[config.mk]
export PLATFORM = sky130hd
export DESIGN_NAME = uart_rx_ctrl
export DESIGN_NICKNAME = d
export VERILOG_FILES = /design/src/rtl/uart_rx_ctrl_pkg.sv /design/src/rtl/uart_rx_fifo.sv /design/src/rtl/uart_rx_ctrl.sv
export SDC_FILE = /design/constraint.sdc
export NUM_CORES = 1
export LEC_CHECK = 0
export BUFFER_PORTS_ARGS = -buffer_cell sky130_fd_sc_hd__buf_4
export CAP_MARGIN = 20
export CORE_UTILIZATION = 45
export DETAILED_ROUTE_END_ITERATION = 8
export PLACE_DENSITY_LB_ADDON = 0.08
export SETUP_SLACK_MARGIN = 0.15
export SYNTH_ARGS = -nofsm -noshare
export SYNTH_HDL_FRONTEND = slang
export SYNTH_SLANG_ARGS = --single-unit
[constraint.sdc]
create_clock -name clk -period 6.1 [get_ports clk]
set_input_delay 1.83 -clock clk [delete_from_list [all_inputs] [get_ports clk]]
set_output_delay 1.83 -clock clk [all_outputs]
set_load 0.05 [all_outputs]
[src/rtl/uart_rx_ctrl_pkg.sv]
// Shared definitions for the UART receive controller: handshake state encoding
// and the pointer width helper derived from FIFO depth.
package uart_rx_ctrl_pkg;

   typedef enum logic [1:0] {
      IDLE  = 2'd0,
      ACK   = 2'd1,
      STALL = 2'd2
   } rx_state_e;

   // Width of a pointer addressing DEPTH entries; count needs one extra bit.
   function automatic int ptr_width(input int depth);
      return (depth > 1) ? $clog2(depth) : 1;
   endfunction

endpackage

[src/rtl/uart_rx_fifo.sv]
// Synchronous first-word-fall-through FIFO; writes are ignored when full and
// reads are ignored when empty, both judged on the registered count.
module uart_rx_fifo
   import uart_rx_ctrl_pkg::*;
#(
   parameter int DEPTH = 4,
   parameter int WIDTH = 8
) (
   input  logic                        clk,
   input  logic                        clr,
   input  logic                        wr_en,
   input  logic [WIDTH-1:0]            wr_data,
   input  logic                        rd_en,
   output logic [WIDTH-1:0]            rd_data,
   output logic                        full,
   output logic                        empty,
   output logic [ptr_width(DEPTH):0]   count
);

   localparam int PW = ptr_width(DEPTH);

   logic [WIDTH-1:0] mem [DEPTH];
   logic [PW-1:0]    wr_ptr_reg;
   logic [PW-1:0]    rd_ptr_reg;
   logic [PW:0]      count_reg;
   logic             do_wr;
   logic             do_rd;

   assign full    = (count_reg == (PW+1)'(DEPTH));
   assign empty   = (count_reg == '0);
   assign do_wr   = wr_en & ~full;
   assign do_rd   = rd_en & ~empty;
   assign rd_data = mem[rd_ptr_reg];
   assign count   = count_reg;

   always_ff @(posedge clk) begin
      if (do_wr) begin
         mem[wr_ptr_reg] <= wr_data;
      end
   end

   // DEPTH is a power of two, so pointer increments wrap naturally.
   always_ff @(posedge clk or negedge clr) begin
      if (!clr) begin
         wr_ptr_reg <= '0;
         rd_ptr_reg <= '0;
         count_reg  <= '0;
      end else begin
         if (do_wr) wr_ptr_reg <= wr_ptr_reg + 1'b1;
         if (do_rd) rd_ptr_reg <= rd_ptr_reg + 1'b1;
         case ({do_wr, do_rd})
            2'b10:   count_reg <= count_reg + 1'b1;
            2'b01:   count_reg <= count_reg - 1'b1;
            default: count_reg <= count_reg;
         endcase
      end
   end

endmodule

[src/rtl/uart_rx_ctrl.sv]
// Receive-side controller: services the receiver REQ/ACK handshake, buffers
// bytes in a FWFT FIFO and tracks bytes dropped while the FIFO is full.
module uart_rx_ctrl
   import uart_rx_ctrl_pkg::*;
#(
   parameter int DEPTH         = 4,
   parameter bit STALL_ON_FULL = 1'b0
) (
   input  logic                        clk,
   input  logic                        clr,
   input  logic                        rcv_req,
   input  logic [7:0]                  rcv_data,
   output logic                        rcv_ack,
   output logic                        out_valid,
   output logic [7:0]                  out_data,
   input  logic                        out_ready,
   output logic [ptr_width(DEPTH):0]   fifo_count,
   output logic                        overrun,
   output logic [7:0]                  drop_cnt,
   input  logic                        ovr_clear
);

   rx_state_e  state_reg;
   rx_state_e  state_next;
   logic       wr_en;
   logic       drop;
   logic       full;
   logic       empty;
   logic       overrun_reg;
   logic [7:0] drop_cnt_reg;

   uart_rx_fifo #(
      .DEPTH (DEPTH),
      .WIDTH (8)
   ) u_fifo (
      .clk     (clk),
      .clr     (clr),
      .wr_en   (wr_en),
      .wr_data (rcv_data),
      .rd_en   (out_ready),
      .rd_data (out_data),
      .full    (full),
      .empty   (empty),
      .count   (fifo_count)
   );

   assign out_valid = ~empty;
   assign rcv_ack   = (state_reg == ACK);
   assign overrun   = overrun_reg;
   assign drop_cnt  = drop_cnt_reg;

   always_ff @(posedge clk or negedge clr) begin
      if (!clr) state_reg <= IDLE;
      else      state_reg <= state_next;
   end

   // Captures happen only on the IDLE/STALL exit, so a req held across ACK
   // can never write twice.
   always_comb begin
      state_next = state_reg;
      wr_en      = 1'b0;
      drop       = 1'b0;
      case (state_reg)
         IDLE: begin
            if (rcv_req) begin
               if (!full) begin
                  wr_en      = 1'b1;
                  state_next = ACK;
               end else if (STALL_ON_FULL) begin
                  state_next = STALL;
               end else begin
                  drop       = 1'b1;
                  state_next = ACK;
               end
            end
         end
         STALL: begin
            if (!full) begin
               wr_en      = 1'b1;
               state_next = ACK;
            end
         end
         ACK: begin
            if (!rcv_req) state_next = IDLE;
         end
         default: state_next = IDLE;
      endcase
   end

   // A drop in the same cycle as ovr_clear restarts the count at one.
   always_ff @(posedge clk or negedge clr) begin
      if (!clr) begin
         overrun_reg  <= 1'b0;
         drop_cnt_reg <= '0;
      end else if (drop) begin
         overrun_reg <= 1'b1;
         if (ovr_clear)                  drop_cnt_reg <= 8'd1;
         else if (drop_cnt_reg != 8'hFF) drop_cnt_reg <= drop_cnt_reg + 8'd1;
      end else if (ovr_clear) begin
         overrun_reg  <= 1'b0;
         drop_cnt_reg <= '0;
      end
   end

endmodule

==> results.sh, run 1 <==
export IMPL_root_buffer="clkbuf_8"
export IMPL_rrSetupSlack_ns=3.72
export IMPL_cp_max_fo=10
export IMPL_mostFrequentLayoutCell="buf_4"
export IMPL_dieHeight_um=70.8
export IMPL_crit_type="reg2out"
export IMPL_cts_setup_buffers=0
export IMPL_wl_um=3820
export IMPL_drt_iter0_drc=57
export IMPL_rsz0062_at_grt="false"
export IMPL_pwr_share_comb=0.399
export IMPL_clk_latency_ns=0.31
export IMPL_numCtsBuffers=5
export IMPL_cts_buffer_depth=2
export IMPL_tns_ns=0
export IMPL_synth_top_family_by_area="simple AND/OR/NAND/NOR gates"
export IMPL_worstReg2RegStart="u_fifo.count[1]"
export IMPL_ant_nets=0
export IMPL_hold_viol_final=0
export IMPL_grt_usage=0.167
export IMPL_synth_distinct_cells=39
export IMPL_pwr_share_clk=0.175
export IMPL_crit_required_ns=4.27
export IMPL_maxCapViolations=0
export IMPL_tightest_slew_ns=0.617
export IMPL_p_leak_uw=0.000984
export IMPL_synth_compound_area_frac=0.0429
export IMPL_syn_inst=139
export IMPL_coreArea_um2=4440
export IMPL_area_growth_pct=17.7
export IMPL_dp_hpwl_um=2730
export IMPL_slew_headroom=0.588
export IMPL_wire_per_inst_um=16.8
export IMPL_grt_overflow=0
export IMPL_cts_tree="yes"
export IMPL_period_share=0.601
export IMPL_hold_buffers=0
export IMPL_holdPathEnd="u_fifo.count[2]"
export IMPL_p_sw_uw=449
export IMPL_row_count=24
export IMPL_vias=1246
export IMPL_synth_seq_cells=49
export IMPL_worstPathCellList="mux4_2 -> buf_4"
export IMPL_hp_start="u_fifo.count[2]"
export IMPL_gp_congestion=0.741
export IMPL_clock_skew_ns=0.0137
export IMPL_antenna_cells=0
export IMPL_drc=0
export IMPL_grt_pass1_vias=1242
export IMPL_synth_xor_area_frac=0.0247
export IMPL_hold_depth=1
export IMPL_cp_data_arrival_time_ns=1.84
export IMPL_crit_path_top_delay_cell="dfrtp_1"
export IMPL_layout_drive_gt1_share=0.309
export IMPL_antenna_found_initial=0
export IMPL_synth_top_flop_cell="edfxtp_1"
export IMPL_cpPeakStageDelay_ns=0.73
export IMPL_synth_top_cell_area_share=0.451
export IMPL_grt_max_degree=18
export IMPL_synthesis_nets=159
export IMPL_power_per_cell_area_nw_per_um2=438
export IMPL_synth_area_leaders="edfxtp_1 (45%), dfrtp_1 (20%), mux4_2 (8.5%), ha_1 (3.5%), inv_1 (1.8%)"
export IMPL_cts_htree_levels=2
export IMPL_p_int_uw=650
export IMPL_rr_endpoint="u_fifo.count[2]"
export IMPL_synth_edff_count=32
export IMPL_power_frac_seq=0.425
export IMPL_cp_end_kind="primary output"
export IMPL_clk_pin_slew_worst_paths_ns=0.09
export IMPL_fin_nets=194
export IMPL_grt_pass1_wl_um=6210
export IMPL_synthAdderAreaFrac=0.0446
export IMPL_firstDrtPassIters=6
export IMPL_synthMuxAreaShare=0.0945
export IMPL_synth_simple_area_share=0.108
export IMPL_initial_core_util=0.479
export IMPL_largest_reg_flops=32
export IMPL_die_area_um2=5010
export IMPL_fmax_ghz=0.273
export IMPL_setup_viol=0
export IMPL_yosysWarnings=0
export IMPL_synth_avg_cell_area_um2=15.3
export IMPL_ys_seq_area_frac=0.651
export IMPL_die_width_um=70.8
export IMPL_period_minus_slack_ns=3.67
export IMPL_vias_per_cell=5.49
export IMPL_cts_sinks=49
export IMPL_slew_violations=0
export IMPL_synth_top_cell_by_area="edfxtp_1"
export IMPL_peakVddDrop_v=0.000284
export IMPL_start_kind="flop"
export IMPL_syn_area_um2=2130
export IMPL_worstRegToRegCells=9
export IMPL_async_flop_share=0.347
export IMPL_port_buffer_count=34
export IMPL_switching_share=0.408
export IMPL_status="finished, final reports clean"
export IMPL_holdWs_ns=0.531
export IMPL_hold_class="reg2reg"
export IMPL_io_pins=35
export IMPL_cts_resized=0
export IMPL_layout_common_cells="buf_4 (34), edfxtp_1 (32), dfrtp_1 (17), inv_1 (10), nor2_1 (9)"
## synth_stat cells (all sizes together), types with 3 or more instances
| cell | number |
|---|---|
| and3 | 5 |
| buf | 4 |
| dfrtp | 17 |
| edfxtp | 32 |
| ha | 6 |
| inv | 11 |
| mux4 | 8 |
| nand2 | 5 |
| nand3 | 3 |
| nor2 | 9 |
| o21ai | 3 |
| xnor2 | 3 |
| xor2 | 3 |
## layer usage
layer | GRT usage | wire [um] | vias up | share of wire
li1 | - | - | 587 | -
met1 | 0.234 | 1770 | 615 | 0.46
met2 | 0.244 | 1780 | 35 | 0.47
met3 | 0.0456 | 185 | 9 | 0.048
met4 | 0.0822 | 86 | 0 | 0.022
met5 | 0 | 0 | - | 0
## metrics by stage
step            util  std cells  worst slack (ns)  total power, uW  instance area (um2)
3_5_place_dp   0.544        219              2.42              918                 2420
3_3_place_gp   0.544        219              2.51              905                 2420
2_1_floorplan      -        139              2.71              799                 2130
4_1_cts        0.564        227              2.40             1110                 2510
6_report       0.564        227              2.43             1100                 2510
5_1_grt        0.564        227              2.32             1150                 2510
## layout make-up
type / count / area (um2)
fillers: 378 / 1940
well taps: 52 / 65.1
flip-flops and latches: 49 / 1390
clock buffers: 5 / 68.8
repair buffers: 34 / 255
multi-input cells: 73 / 671
clock inverters: 3 / 20.0
inverters: 11 / 41.3
## worst max-delay path, delay by kind of cell (launching register included)
family / cells / cell delay, ns
muxes: 1 / 0.59
buffers and inverters: 1 / 0.21
DFF: 1 / 0.73
## kinds of logic after synthesis
| family | after synthesis |
|---|---|
| DFF | 49 |
| and+or+nand+nor | 37 |
| adders and majority gates | 7 |
| buffers and inverters | 17 |
| muxes | 10 |
| AOI/OAI and AO/OA | 13 |
| xor gates and xnor gates | 6 |
## how the worst max path moves through the flow
stage	from	endpoint	slack [ns]	depth (start not counted)
finish	u_fifo.rd_ptr_reg[0]	out_data[1]	2.43	2
global route	u_fifo.rd_ptr_reg[0]	out_data[1]	2.32	2
CTS	u_fifo.rd_ptr_reg[0]	out_data[1]	2.40	2
detailed placement	rcv_req	u_fifo.count[2]	2.42	10
global placement	rcv_req	u_fifo.count[2]	2.51	10
floorplan	rcv_req	u_fifo.count[2]	2.71	10
## power groups by stage
stage               clock, uW  combinational [uW]  sequential, uW
finish                    193                 439             467
global route              209                 469             477
CTS                       198                 444             469
detailed placement          0                 442             476
global placement            0                 433             472
floorplan                   0                 313             485
(Power assumes the default switching activity.)
==> run 2, diff against run 1 <==
- clock period: 6.1 -> 3 ns (I/O delays scaled with it)
==> results.sh, run 2 (same netlist as run 1, synthesis figures left out) <==
export IMPL_io_pins=35
export IMPL_maxCapViolations=0
export IMPL_power_per_cell_area_nw_per_um2=882
export IMPL_finalPower_uw=2220
export IMPL_drc=0
export IMPL_cts_sinks=49
export IMPL_vias_per_cell=5.33
export IMPL_grt_pass1_vias=1196
export IMPL_cts_tree="yes"
export IMPL_fin_nets=196
export IMPL_numCtsBuffers=5
export IMPL_initial_core_util=0.479
export IMPL_dieHeight_um=70.8
export IMPL_cts_htree_levels=2
export IMPL_tns_ns=0
export IMPL_cp_max_fo=10
export IMPL_slew_violations=0
export IMPL_grt_pass1_wl_um=5950
export IMPL_gp_congestion=0.761
export IMPL_routed_top_layer="met4"
export IMPL_p_leak_uw=0.000993
export IMPL_firstDrtPassIters=6
export IMPL_period_share=0.835
export IMPL_clk_pin_slew_worst_paths_ns=0.09
export IMPL_die_area_um2=5010
export IMPL_status="finished, final reports clean"
export IMPL_dp_cells=221
export IMPL_die_width_um=70.8
export IMPL_worstReg2RegStart="u_fifo.count[1]"
export IMPL_final_cells=229
export IMPL_wire_per_inst_um=15.9
export IMPL_worstRegToRegCells=9
export IMPL_clk_latency_ns=0.30
export IMPL_cts_resized=0
export IMPL_mostFrequentLayoutCell="buf_4"
export IMPL_rsz0062_at_grt="false"
export IMPL_layout_common_cells="buf_4 (36), edfxtp_1 (32), dfrtp_1 (17), inv_1 (10), nor2_1 (9)"
export IMPL_fin_util=0.568
export IMPL_setup_viol=0
export IMPL_drt_iter0_drc=62
export IMPL_rr_endpoint="u_fifo.count[2]"
export IMPL_wl_um=3650
export IMPL_start_kind="flop"
export IMPL_crit_type="reg2out"
export IMPL_tightest_slew_ns=0.461
export IMPL_hold_buffers=0
export IMPL_row_count=24
export IMPL_grt_usage=0.160
export IMPL_dp_hpwl_um=2640
export IMPL_area_growth_pct=18.4
export IMPL_vias=1220
export IMPL_rrSetupSlack_ns=0.63
export IMPL_peakVddDrop_v=0.000586
export IMPL_antenna_found_initial=0
export IMPL_period_minus_slack_ns=2.51
export IMPL_ant_nets=0
export IMPL_cp_end_kind="primary output"
export IMPL_slew_headroom=0.693
export IMPL_num_fill_cells=366
export IMPL_grt_max_degree=18
export IMPL_hold_viol_final=0
export IMPL_cts_setup_buffers=0
export IMPL_fmax_ghz=0.399
export IMPL_root_buffer="clkbuf_8"
export IMPL_wl_met2_um=1750
export IMPL_cts_buffer_depth=2
export IMPL_met1_length_um=1740
export IMPL_coreArea_um2=4440
export IMPL_crit_required_ns=2.10
export IMPL_cp_data_arrival_time_ns=1.61
export IMPL_grt_overflow=0
export IMPL_layout_drive_gt1_share=0.316
export IMPL_clock_skew_ns=0.00786
export IMPL_largest_reg_flops=32
export IMPL_port_buffer_count=34
export IMPL_hold_class="in2async"
export IMPL_antenna_cells=0
export IMPL_met3_length_um=145
run 2: changes by cell type in the layout (fill, tap and decap cells not counted), sizes merged:
cell    change
buf         +2
clkbuf      +1
inv         -1
run 2: worst max-delay path: stages (launching register included):
cell     delay, ns
dfrtp_1       0.34
buf_4         0.22
mux4_2        0.53
buf_4         0.21
run 2: cell type report:
class	count	area, um2	area share
clock buffers	6	72.6	0.0288
clock inverters	2	16.3	0.00645
inverters	11	41.3	0.0164
multi-input cells	73	671	0.266
flip-flops and latches	49	1390	0.550
well taps	52	65.1	0.0258
repair buffers	36	270	0.107
run 2: how the worst max path moves through the flow:
| stage | depth (start not counted) | start | slack (ns) | end |
|---|---|---|---|---|
| after CTS | 3 | u_fifo.rd_ptr_reg[0] | 0.46 | out_data[1] |
| after floorplan | 8 | u_fifo.count[0] | 0.52 | u_fifo.count[2] |
| final | 3 | u_fifo.rd_ptr_reg[0] | 0.49 | out_data[0] |
| after detailed placement | 10 | rcv_req | 0.49 | u_fifo.count[2] |
| after global routing | 3 | u_fifo.rd_ptr_reg[0] | 0.42 | out_data[0] |
| after global placement | 10 | rcv_req | 0.53 | u_fifo.count[2] |
run 2: power by group:
part | switching (uW) | total [uW] | internal (uW)
Combinational | 595 | 936 | 341
Sequential | 82.9 | 910 | 827
Clock | 212 | 378 | 166
run 2: per-layer routing:
metal	up-vias	GRT usage
met1	598	0.229
met2	29	0.240
li1	591	-
met3	2	0.0356
met5	-	0
met4	0	0.0622
run 2: metrics by stage:
stage	instance area [um2]	hold WS [ns]	setup slack, ns
floorplan	2130	0.562	0.516
global placement	2430	0.504	0.527
detailed placement	2430	0.510	0.491
CTS	2520	0.462	0.458
global route	2520	0.465	0.421
finish	2520	0.463	0.494
